==> src/rtl/sfm_pkg.sv <==
// -----------------------------------------------------------------------------
// sfm_pkg
// Shared types for the softmax pass scheduler: sequencer state encoding,
// datapath mode encoding and a helper that maps a sequencer state to the
// datapath mode it implies.
// -----------------------------------------------------------------------------
package sfm_pkg;

  localparam logic [1:0] SFM_DP_MODE_IDLE = 2'd0;
  localparam logic [1:0] SFM_DP_MODE_ACC  = 2'd1;
  localparam logic [1:0] SFM_DP_MODE_NORM = 2'd2;

  typedef enum logic [1:0] {
    DP_MODE_IDLE = SFM_DP_MODE_IDLE,
    DP_MODE_ACC  = SFM_DP_MODE_ACC,
    DP_MODE_NORM = SFM_DP_MODE_NORM
  } dp_mode_e;

  typedef enum logic [2:0] {
    S_IDLE,
    S_ACC_REQ,
    S_ACC_RUN,
    S_ACC_WAIT,
    S_NORM_REQ,
    S_NORM_RUN,
    S_DONE
  } sched_state_e;

  function automatic dp_mode_e mode_of_state(input sched_state_e s);
    case (s)
      S_ACC_REQ, S_ACC_RUN, S_ACC_WAIT: return DP_MODE_ACC;
      S_NORM_REQ, S_NORM_RUN:           return DP_MODE_NORM;
      default:                          return DP_MODE_IDLE;
    endcase
  endfunction

endpackage

==> src/rtl/sfm_beat_counter.sv <==
// -----------------------------------------------------------------------------
// sfm_beat_counter
// Saturating beat counter. Counts enabled cycles up to limit_i and then holds.
// Ports:
//   clk_i, rst_ni      clock, asynchronous active-low reset
//   clear_i            synchronous clear (wins over enable)
//   en_i               count one beat
//   limit_i            saturation value
//   at_limit_o         count == limit
//   at_limit_m1_o      count == limit - 1 (next beat reaches the limit)
// -----------------------------------------------------------------------------
module sfm_beat_counter #(
  parameter int WIDTH = 16
) (
  input  logic             clk_i,
  input  logic             rst_ni,
  input  logic             clear_i,
  input  logic             en_i,
  input  logic [WIDTH-1:0] limit_i,
  output logic             at_limit_o,
  output logic             at_limit_m1_o
);

  logic [WIDTH-1:0] r_cnt;

  // NOTE: sequential state uses non-blocking assignments so every flop samples
  // pre-edge values regardless of process evaluation order.
  always_ff @(posedge clk_i or negedge rst_ni) begin
    if (!rst_ni) begin
      r_cnt <= '0;
    end else if (clear_i) begin
      r_cnt <= '0;
    end else if (en_i && !at_limit_o) begin
      r_cnt <= r_cnt + WIDTH'(1);
    end
  end

  assign at_limit_o    = (r_cnt == limit_i);
  assign at_limit_m1_o = (r_cnt == (limit_i - WIDTH'(1)));

endmodule

==> src/rtl/sfm_pass_scheduler.sv <==
// -----------------------------------------------------------------------------
// sfm_pass_scheduler
// Two-pass job sequencer for the softmax accelerator: an accumulation pass
// (read input, datapath builds max / sum of exponentials) followed, once the
// datapath reports its denominator, by a normalisation pass (re-read input,
// write output).
// Ports:
//   clk_i, rst_ni                 clock, asynchronous active-low reset
//   clear_i                       synchronous soft clear
//   start_i, in_addr_i,
//   out_addr_i, len_i             job launch and parameters (elements)
//   busy_o, done_o                job status / one-cycle completion pulse
//   in_req_*, out_req_*           streamer request handshakes
//   last_strb_o                   element mask of the final beat
//   in_beat_i, out_beat_i         accepted beats per stream
//   dp_mode_o, dp_last_o          datapath mode and last-input-beat marker
//   dp_acc_done_i                 datapath denominator ready
//   perf_busy_o, perf_stall_o     performance counters
// Build option: define SFM_SCHED_PERF_EN to implement the performance
// counters; otherwise the perf ports are tied to zero.
// -----------------------------------------------------------------------------
module sfm_pass_scheduler
  import sfm_pkg::*;
#(
  parameter int DATA_WIDTH = 128,
  parameter int ELEM_WIDTH = 16,
  parameter int ADDR_WIDTH = 32,
  parameter int LEN_WIDTH  = 16,
  localparam int VECT      = DATA_WIDTH / ELEM_WIDTH
) (
  input  logic                  clk_i,
  input  logic                  rst_ni,
  input  logic                  clear_i,
  input  logic                  start_i,
  input  logic [ADDR_WIDTH-1:0] in_addr_i,
  input  logic [ADDR_WIDTH-1:0] out_addr_i,
  input  logic [LEN_WIDTH-1:0]  len_i,
  output logic                  busy_o,
  output logic                  done_o,
  output logic                  in_req_valid_o,
  input  logic                  in_req_ready_i,
  output logic [ADDR_WIDTH-1:0] in_req_addr_o,
  output logic [LEN_WIDTH-1:0]  in_req_beats_o,
  output logic                  out_req_valid_o,
  input  logic                  out_req_ready_i,
  output logic [ADDR_WIDTH-1:0] out_req_addr_o,
  output logic [LEN_WIDTH-1:0]  out_req_beats_o,
  output logic [VECT-1:0]       last_strb_o,
  input  logic                  in_beat_i,
  input  logic                  out_beat_i,
  output logic [1:0]            dp_mode_o,
  output logic                  dp_last_o,
  input  logic                  dp_acc_done_i,
  output logic [31:0]           perf_busy_o,
  output logic [31:0]           perf_stall_o
);

  localparam int VECT_LOG2 = $clog2(VECT);

  sched_state_e          r_state, w_state_nxt;
  logic [ADDR_WIDTH-1:0] r_in_addr, r_out_addr;
  logic [LEN_WIDTH-1:0]  r_beats;
  logic [VECT-1:0]       r_last_strb;
  logic                  r_in_req_done, r_out_req_done;

  logic                  w_busy, w_start_acc, w_norm_go;
  logic                  w_in_reach, w_out_reach, w_in_clr, w_out_clr;
  logic                  w_in_at_lim, w_in_at_lim_m1, w_out_at_lim, w_out_at_lim_m1;
  logic [VECT_LOG2-1:0]  w_rem;
  logic [LEN_WIDTH-1:0]  w_beats;
  logic [VECT-1:0]       w_last_strb;
  dp_mode_e              w_mode;

  // ---------------------------------------------------------------------------
  // Job geometry: beats = ceil(len / VECT), final-beat element mask.
  // ---------------------------------------------------------------------------
  assign w_rem   = len_i[VECT_LOG2-1:0];
  assign w_beats = (len_i >> VECT_LOG2) + {{(LEN_WIDTH-1){1'b0}}, (w_rem != '0)};

  always_comb begin
    w_last_strb = '0;
    for (int k = 0; k < VECT; k++) begin
      w_last_strb[k] = (w_rem == '0) || (k < int'(w_rem));
    end
  end

  // ---------------------------------------------------------------------------
  // Control terms
  // ---------------------------------------------------------------------------
  assign w_busy      = (r_state != S_IDLE);
  assign w_start_acc = (r_state == S_IDLE) && start_i && !clear_i;

  // The pass ends on the beat that reaches the limit, so completion lines up
  // with the cycle after the final beat rather than one cycle later.
  assign w_in_reach  = w_in_at_lim  || (in_beat_i  && w_in_at_lim_m1);
  assign w_out_reach = w_out_at_lim || (out_beat_i && w_out_at_lim_m1);

  // Both normalisation requests accepted, now or in an earlier cycle.
  assign w_norm_go = (r_in_req_done || in_req_ready_i) &&
                     (r_out_req_done || out_req_ready_i);

  // The input counter restarts for the second read of the vector.
  assign w_in_clr  = clear_i || w_start_acc ||
                     ((r_state == S_ACC_WAIT) && dp_acc_done_i);
  assign w_out_clr = clear_i || w_start_acc;

  // ---------------------------------------------------------------------------
  // Sequencer
  // ---------------------------------------------------------------------------
  always_ff @(posedge clk_i or negedge rst_ni) begin
    if (!rst_ni) r_state <= S_IDLE;
    else         r_state <= w_state_nxt;
  end

  // NOTE: holding the current state as the first assignment gives every path
  // a value, so no latch is inferred.
  always_comb begin
    w_state_nxt = r_state;
    case (r_state)
      S_IDLE:     if (start_i) w_state_nxt = (len_i == '0) ? S_DONE : S_ACC_REQ;
      S_ACC_REQ:  if (in_req_ready_i) w_state_nxt = S_ACC_RUN;
      S_ACC_RUN:  if (w_in_reach) w_state_nxt = S_ACC_WAIT;
      S_ACC_WAIT: if (dp_acc_done_i) w_state_nxt = S_NORM_REQ;
      S_NORM_REQ: if (w_norm_go) w_state_nxt = S_NORM_RUN;
      S_NORM_RUN: if (w_out_reach) w_state_nxt = S_DONE;
      S_DONE:     w_state_nxt = S_IDLE;
      default:    w_state_nxt = S_IDLE;
    endcase
    if (clear_i) w_state_nxt = S_IDLE;
  end

  // Job parameters are captured only when a job is accepted.
  always_ff @(posedge clk_i or negedge rst_ni) begin
    if (!rst_ni) begin
      r_in_addr   <= '0;
      r_out_addr  <= '0;
      r_beats     <= '0;
      r_last_strb <= '0;
    end else if (clear_i) begin
      r_in_addr   <= '0;
      r_out_addr  <= '0;
      r_beats     <= '0;
      r_last_strb <= '0;
    end else if (w_start_acc) begin
      r_in_addr   <= in_addr_i;
      r_out_addr  <= out_addr_i;
      r_beats     <= w_beats;
      r_last_strb <= w_last_strb;
    end
  end

  // Per-request acceptance flags, live only while in NORM_REQ.
  always_ff @(posedge clk_i or negedge rst_ni) begin
    if (!rst_ni) begin
      r_in_req_done  <= 1'b0;
      r_out_req_done <= 1'b0;
    end else begin
      r_in_req_done  <= (r_state == S_NORM_REQ) && !w_norm_go && !clear_i &&
                        (r_in_req_done || in_req_ready_i);
      r_out_req_done <= (r_state == S_NORM_REQ) && !w_norm_go && !clear_i &&
                        (r_out_req_done || out_req_ready_i);
    end
  end

  // ---------------------------------------------------------------------------
  // Beat counters
  // ---------------------------------------------------------------------------
  sfm_beat_counter #(.WIDTH(LEN_WIDTH)) u_in_cnt (
    .clk_i         (clk_i),
    .rst_ni        (rst_ni),
    .clear_i       (w_in_clr),
    .en_i          (w_busy && in_beat_i),
    .limit_i       (r_beats),
    .at_limit_o    (w_in_at_lim),
    .at_limit_m1_o (w_in_at_lim_m1)
  );

  sfm_beat_counter #(.WIDTH(LEN_WIDTH)) u_out_cnt (
    .clk_i         (clk_i),
    .rst_ni        (rst_ni),
    .clear_i       (w_out_clr),
    .en_i          (w_busy && out_beat_i),
    .limit_i       (r_beats),
    .at_limit_o    (w_out_at_lim),
    .at_limit_m1_o (w_out_at_lim_m1)
  );

  // ---------------------------------------------------------------------------
  // Outputs
  // ---------------------------------------------------------------------------
  assign w_mode          = mode_of_state(r_state);
  assign dp_mode_o       = w_mode;
  assign busy_o          = w_busy;
  assign done_o          = (r_state == S_DONE);
  assign in_req_valid_o  = (r_state == S_ACC_REQ) ||
                           ((r_state == S_NORM_REQ) && !r_in_req_done);
  assign out_req_valid_o = (r_state == S_NORM_REQ) && !r_out_req_done;
  assign in_req_addr_o   = r_in_addr;
  assign out_req_addr_o  = r_out_addr;
  assign in_req_beats_o  = r_beats;
  assign out_req_beats_o = r_beats;
  assign last_strb_o     = r_last_strb;
  assign dp_last_o       = w_busy && w_in_at_lim_m1 && (w_mode != DP_MODE_IDLE);

`ifdef SFM_SCHED_PERF_EN
  logic [31:0] r_perf_busy, r_perf_stall;
  logic        w_stall;

  // A stall is a run-phase cycle without a beat on the stream that pass counts.
  assign w_stall = ((r_state == S_ACC_RUN)  && !in_beat_i) ||
                   ((r_state == S_NORM_RUN) && !out_beat_i);

  always_ff @(posedge clk_i or negedge rst_ni) begin
    if (!rst_ni) begin
      r_perf_busy  <= '0;
      r_perf_stall <= '0;
    end else if (clear_i || w_start_acc) begin
      r_perf_busy  <= '0;
      r_perf_stall <= '0;
    end else begin
      if (w_busy)  r_perf_busy  <= r_perf_busy  + 32'd1;
      if (w_stall) r_perf_stall <= r_perf_stall + 32'd1;
    end
  end

  assign perf_busy_o  = r_perf_busy;
  assign perf_stall_o = r_perf_stall;
`else
  assign perf_busy_o  = '0;
  assign perf_stall_o = '0;
`endif

endmodule

==> config.mk <==
export PLATFORM = sky130hd
export DESIGN_NAME = sfm_pass_scheduler
export DESIGN_NICKNAME = d
export VERILOG_FILES = /design/src/rtl/sfm_pkg.sv /design/src/rtl/sfm_beat_counter.sv /design/src/rtl/sfm_pass_scheduler.sv
export SDC_FILE = /design/constraint.sdc
export NUM_CORES = 1
export LEC_CHECK = 0
export CORE_MARGIN = 10
export CORE_UTILIZATION = 46
export CTS_CLUSTER_SIZE = 40
export DETAILED_ROUTE_END_ITERATION = 7
export GPL_TIMING_DRIVEN = 0
export PLACE_DENSITY = 0.86
export SYNTH_ARGS = -nofsm -noshare
export SYNTH_HDL_FRONTEND = slang
export SYNTH_SLANG_ARGS = --single-unit
==> constraint.sdc <==
create_clock -name clk_i -period 4.02 [get_ports clk_i]
set_clock_uncertainty 0.15 [all_clocks]
set_input_delay 0.603 -clock clk_i [delete_from_list [all_inputs] [get_ports clk_i]]
set_output_delay 0.603 -clock clk_i [all_outputs]
set_load 0.01 [all_outputs]
==> results of run 1 <==
critical path: stages, from the launching register on:
cell,delay (ns)
dfrtp_1,0.43
clkbuf_1,0.26
or4_4,0.61
nor4_2,0.42
a22o_1,0.22
nand4_1,0.21
a2111oi_4,0.35
buf_2,0.20
stage by stage:
| stage | cells | power [uW] |
|---|---|---|
| floorplan | 953 | 3130 |
| global placement | 1363 | 4120 |
| detailed placement | 1364 | 4170 |
| CTS | 1396 | 5740 |
| global route | 1400 | 6120 |
| finish | 1400 | 5790 |
routing by layer:
metal / share of wire [%] / up-vias / wire length, um
met5: 0 / - / 0
met4: 1.6 / 0 / 399
met3: 11 / 31 / 2790
met2: 51 / 261 / 12500
met1: 36 / 3426 / 8860
li1: - / 3436 / -
power breakdown:
group / internal, uW / switching [uW]
combinational: 1190 / 1490
clock: 922 / 607
sequential: 1430 / 152
cells by family (layout without fill, tap and decap cells):
logic type                 after synthesis  count (layout)  synth area share, %
muxes                                    5               5                0.679
other                                    1              68               0.0496
DFF                                    123             123                 40.7
adders and majority gates                5               5                0.828
AOI/OAI and AO/OA                      147             147                 12.6
xor gates and xnor gates                81              81                 9.38
buffers and inverters                  157             388                 12.2
and+or+nand+nor                        367             367                 23.6
sequential cells by signal, summed over array words and instances (netlist names):
signal           cells
u_in_cnt.r_cnt      16
out_req_addr_o      32
r_in_req_done        1
in_req_beats_o      14
last_strb_o          8
r_out_req_done       1
u_out_cnt.r_cnt     16
in_req_addr_o       32
r_state              3
cell usage after synthesis, types with 10 or more instances:
library cell | instances | area share, %
a211oi_1 | 15 | 1.5
a21oi_1 | 78 | 5.2
and3_1 | 10 | 0.83
buf_4 | 82 | 8.1
clkbuf_1 | 47 | 2.3
dfrtp_1 | 123 | 41
inv_1 | 16 | 0.79
nand2_1 | 160 | 7.9
nand3_1 | 24 | 1.6
nand4_1 | 14 | 1.2
nor2_1 | 74 | 3.7
nor3_1 | 23 | 1.5
o21ai_0 | 10 | 0.66
xnor2_1 | 48 | 5.6
xor2_1 | 33 | 3.8
area by class of cell:
cell class                 count  area (um2)  area share (%)
inverter                      16        60.1           0.559
clock inverter                14         160            1.49
sequential                   123        3080            28.7
clock buffer                  17         425            3.96
buffer                       141         872            8.12
timing repair buffer         200        2010            18.7
tap                          216         270            2.52
multi-input combinational    673        3870            36.0
worst max-delay path by stage:
stage | slack, ns | to
global route | -0.03 | dp_last_o
global placement | -2.59 | u_in_cnt.r_cnt[10]
floorplan | 0.55 | dp_last_o
detailed placement | -0.41 | dp_last_o
CTS | 0.008 | dp_last_o
finish | 0.15 | dp_last_o
timing repair:
action / CTS / global route
setup endpoints to repair: 1 / 1
endpoints found under the hold margin: 7 / 0
cloned: 0 / 0
pin swaps: 0 / 3
hold buffers: 1 / 0
setup buffers: 0 / 4
resized for setup: 10 / 11
==> summary.txt, run 1 <==
Min path
  – Endpoint of the worst hold path: last_strb_o[0]
  – Worst hold path type: register to register
  – Worst min-delay path startpoint: last_strb_o[0]
  – Hold-critical path depth: 2

Clock tree
  – CTS Sinks: about 120
  – Clock-pin slew of the registers on the worst-case setup and hold paths: 0.06 ns
  – CTS tree: done
  – Insertion delay of the later-clocked pin in the worst-skew pair: around 0.42 ns
  – Number of clock buffers inserted by TritonCTS: 17
  – Buffer type at the clock tree root: clkbuf_16
  – H-tree lvl count: 4
  – Buffer levels on the longest clock path: 2

Critical path
  – Data required, critical path: 3.27 ns
  – Critical path fanouts, max: 7
  – Kind of launch point of the worst setup path: register
  – Cell count of the worst reg-to-reg path: 8
  – Worst reg2reg path startpoint: in_req_beats_o[7]
  – Sort of element at the end of the critical path: output port
  – Arrival time of data at the critical path endpoint: roughly 3.1 ns
  – Capturing point of the worst reg2reg path: u_out_cnt.r_cnt[15]
  – Startpoint of the most critical setup path: in_req_beats_o[10]
  – Internal reg-to-reg setup slack: 0.83 ns
  – Worst setup path class: register to output port

Synth
  – Number of distinct standard cells referenced by the synthesized netlist: 73
  – Synthesized netlist cell count: just under 900
  – Share of synthesized area occupied by flip-flops and latches: 40.7%
  – Post-synth ARST share: 100%
  – Summed instance area of the synthesized netlist: 7560 um2
  – Post-synthesis register bit count: 123
  – Synthesized area divided by synthesized cell count: 8.53 um2
  – Number of warnings printed during yosys synthesis: 0
  – Prevailing post-synth register cell: dfrtp_1
  – Count of flip-flops with a built-in enable after synthesis: 0

Routing
  – Antenna-violating nets left: 0
  – Total Routed Length: ~25 mm
  – DRT Pass-1 Iters: 5
  – Routed wire length per instance: 17.6 um
  – Iteration-0 DRC count of the detailed router: 419
  – Total vias in the final route: about 7000
  – Vias per cell: 5.11
  – DRC violation count after routing: 0

Placed design
  – HPWL after detailed placement: 18.9 mm
  – Number of port buffers: 194
  – Post-detailed-placement cell area: slightly above 10000 um2
  – Worst setup slack after placement: -0.415 ns
  – Global placer's final weighted congestion: between 0.9 and 1

Cells and area
  – Synth-to-layout area growth: 42.1%
  – Fillers: 1238
  – Fraction of final layout cells with drive strength greater than 1: 13.2%
  – # nets final: 1266
  – Final cell area excluding filler cells: around 11000 um2
  – Most common cell after layout, fill and taps aside: clkdlybuf4s50_1
  – Core utilization of the finished layout: 67.1%
  – Ant. Diodes: 0
  – Leading cell types in the layout, fill and taps excluded: 192 x clkdlybuf4s50_1, 160 x nand2_1, 121 x dfrtp_1, 87 x buf_4, 78 x a21oi_1

Power and ir drop
  – Leakage power of the design: around 0.0046 uW
  – Cell area power density: 539 nW/um2
  – IR Drop Worst-Case VDD: between 0.3 and 0.4 mV

Timing
  – Fin crit period: 3.87 ns
  – Slew Viols, Final: 0
  – Max transition margin: about 28%
  – Smallest hold slack: roughly 0.36 ns
  – TNS Setup: 0 ns
  – Highest clock frequency the design can meet: 258 MHz
  – Final cycle utilization of the critical path: between 90% and 100%
  – Final Hold Violating Endpoints: 0
  – Total setup violations reported at the end of the flow: 0
  – Measured slew at the worst slew-check pin: about 1.1 ns
  – Post-layout worst setup margin: 0.148 ns

Global routing
  – Most used routing layer in global routing: met2
  – Global-route wire length before repair: 38.6 mm
  – GRT met1 Usage: 22.9%
  – Number of antenna violations at the first check in global routing: 0
  – Grt met3 use: approximately 11%
  – Number of global-route vias before repair: ~7200
  – Grt total ovfl: 0
  – Global router's overall resource usage: 21.8%
  – Met2 usage in global routing: 37.7%
  – Maximum number of pins on one net before global-route repair: 71

Die
  – Core region area: 16000 um2
  – Placement row count: 46
  – Total Die Area: 22000 um2
  – Num ports: 264
  – Starting utilization of the core area: a little under half
  – Chip height: 148 um
  – Die X: 148 um

Flow run
  – Max_cap viols: 0

Status
  – Outcome: complete, no violations
No activity file was read; power rests on OpenSTA's default activity.
==> run 2: changes to the inputs <==
--- a/config.mk
+++ b/config.mk
@@ -7,7 +7,7 @@
 export LEC_CHECK = 0
 export CORE_MARGIN = 10
 export CORE_UTILIZATION = 46
-export CTS_CLUSTER_SIZE = 40
+export CTS_CLUSTER_SIZE = 14
 export DETAILED_ROUTE_END_ITERATION = 7
 export GPL_TIMING_DRIVEN = 0
 export PLACE_DENSITY = 0.86
==> results of run 2 <==
Same layout as run 1: the final DEF is identical, and so are final timing and power.
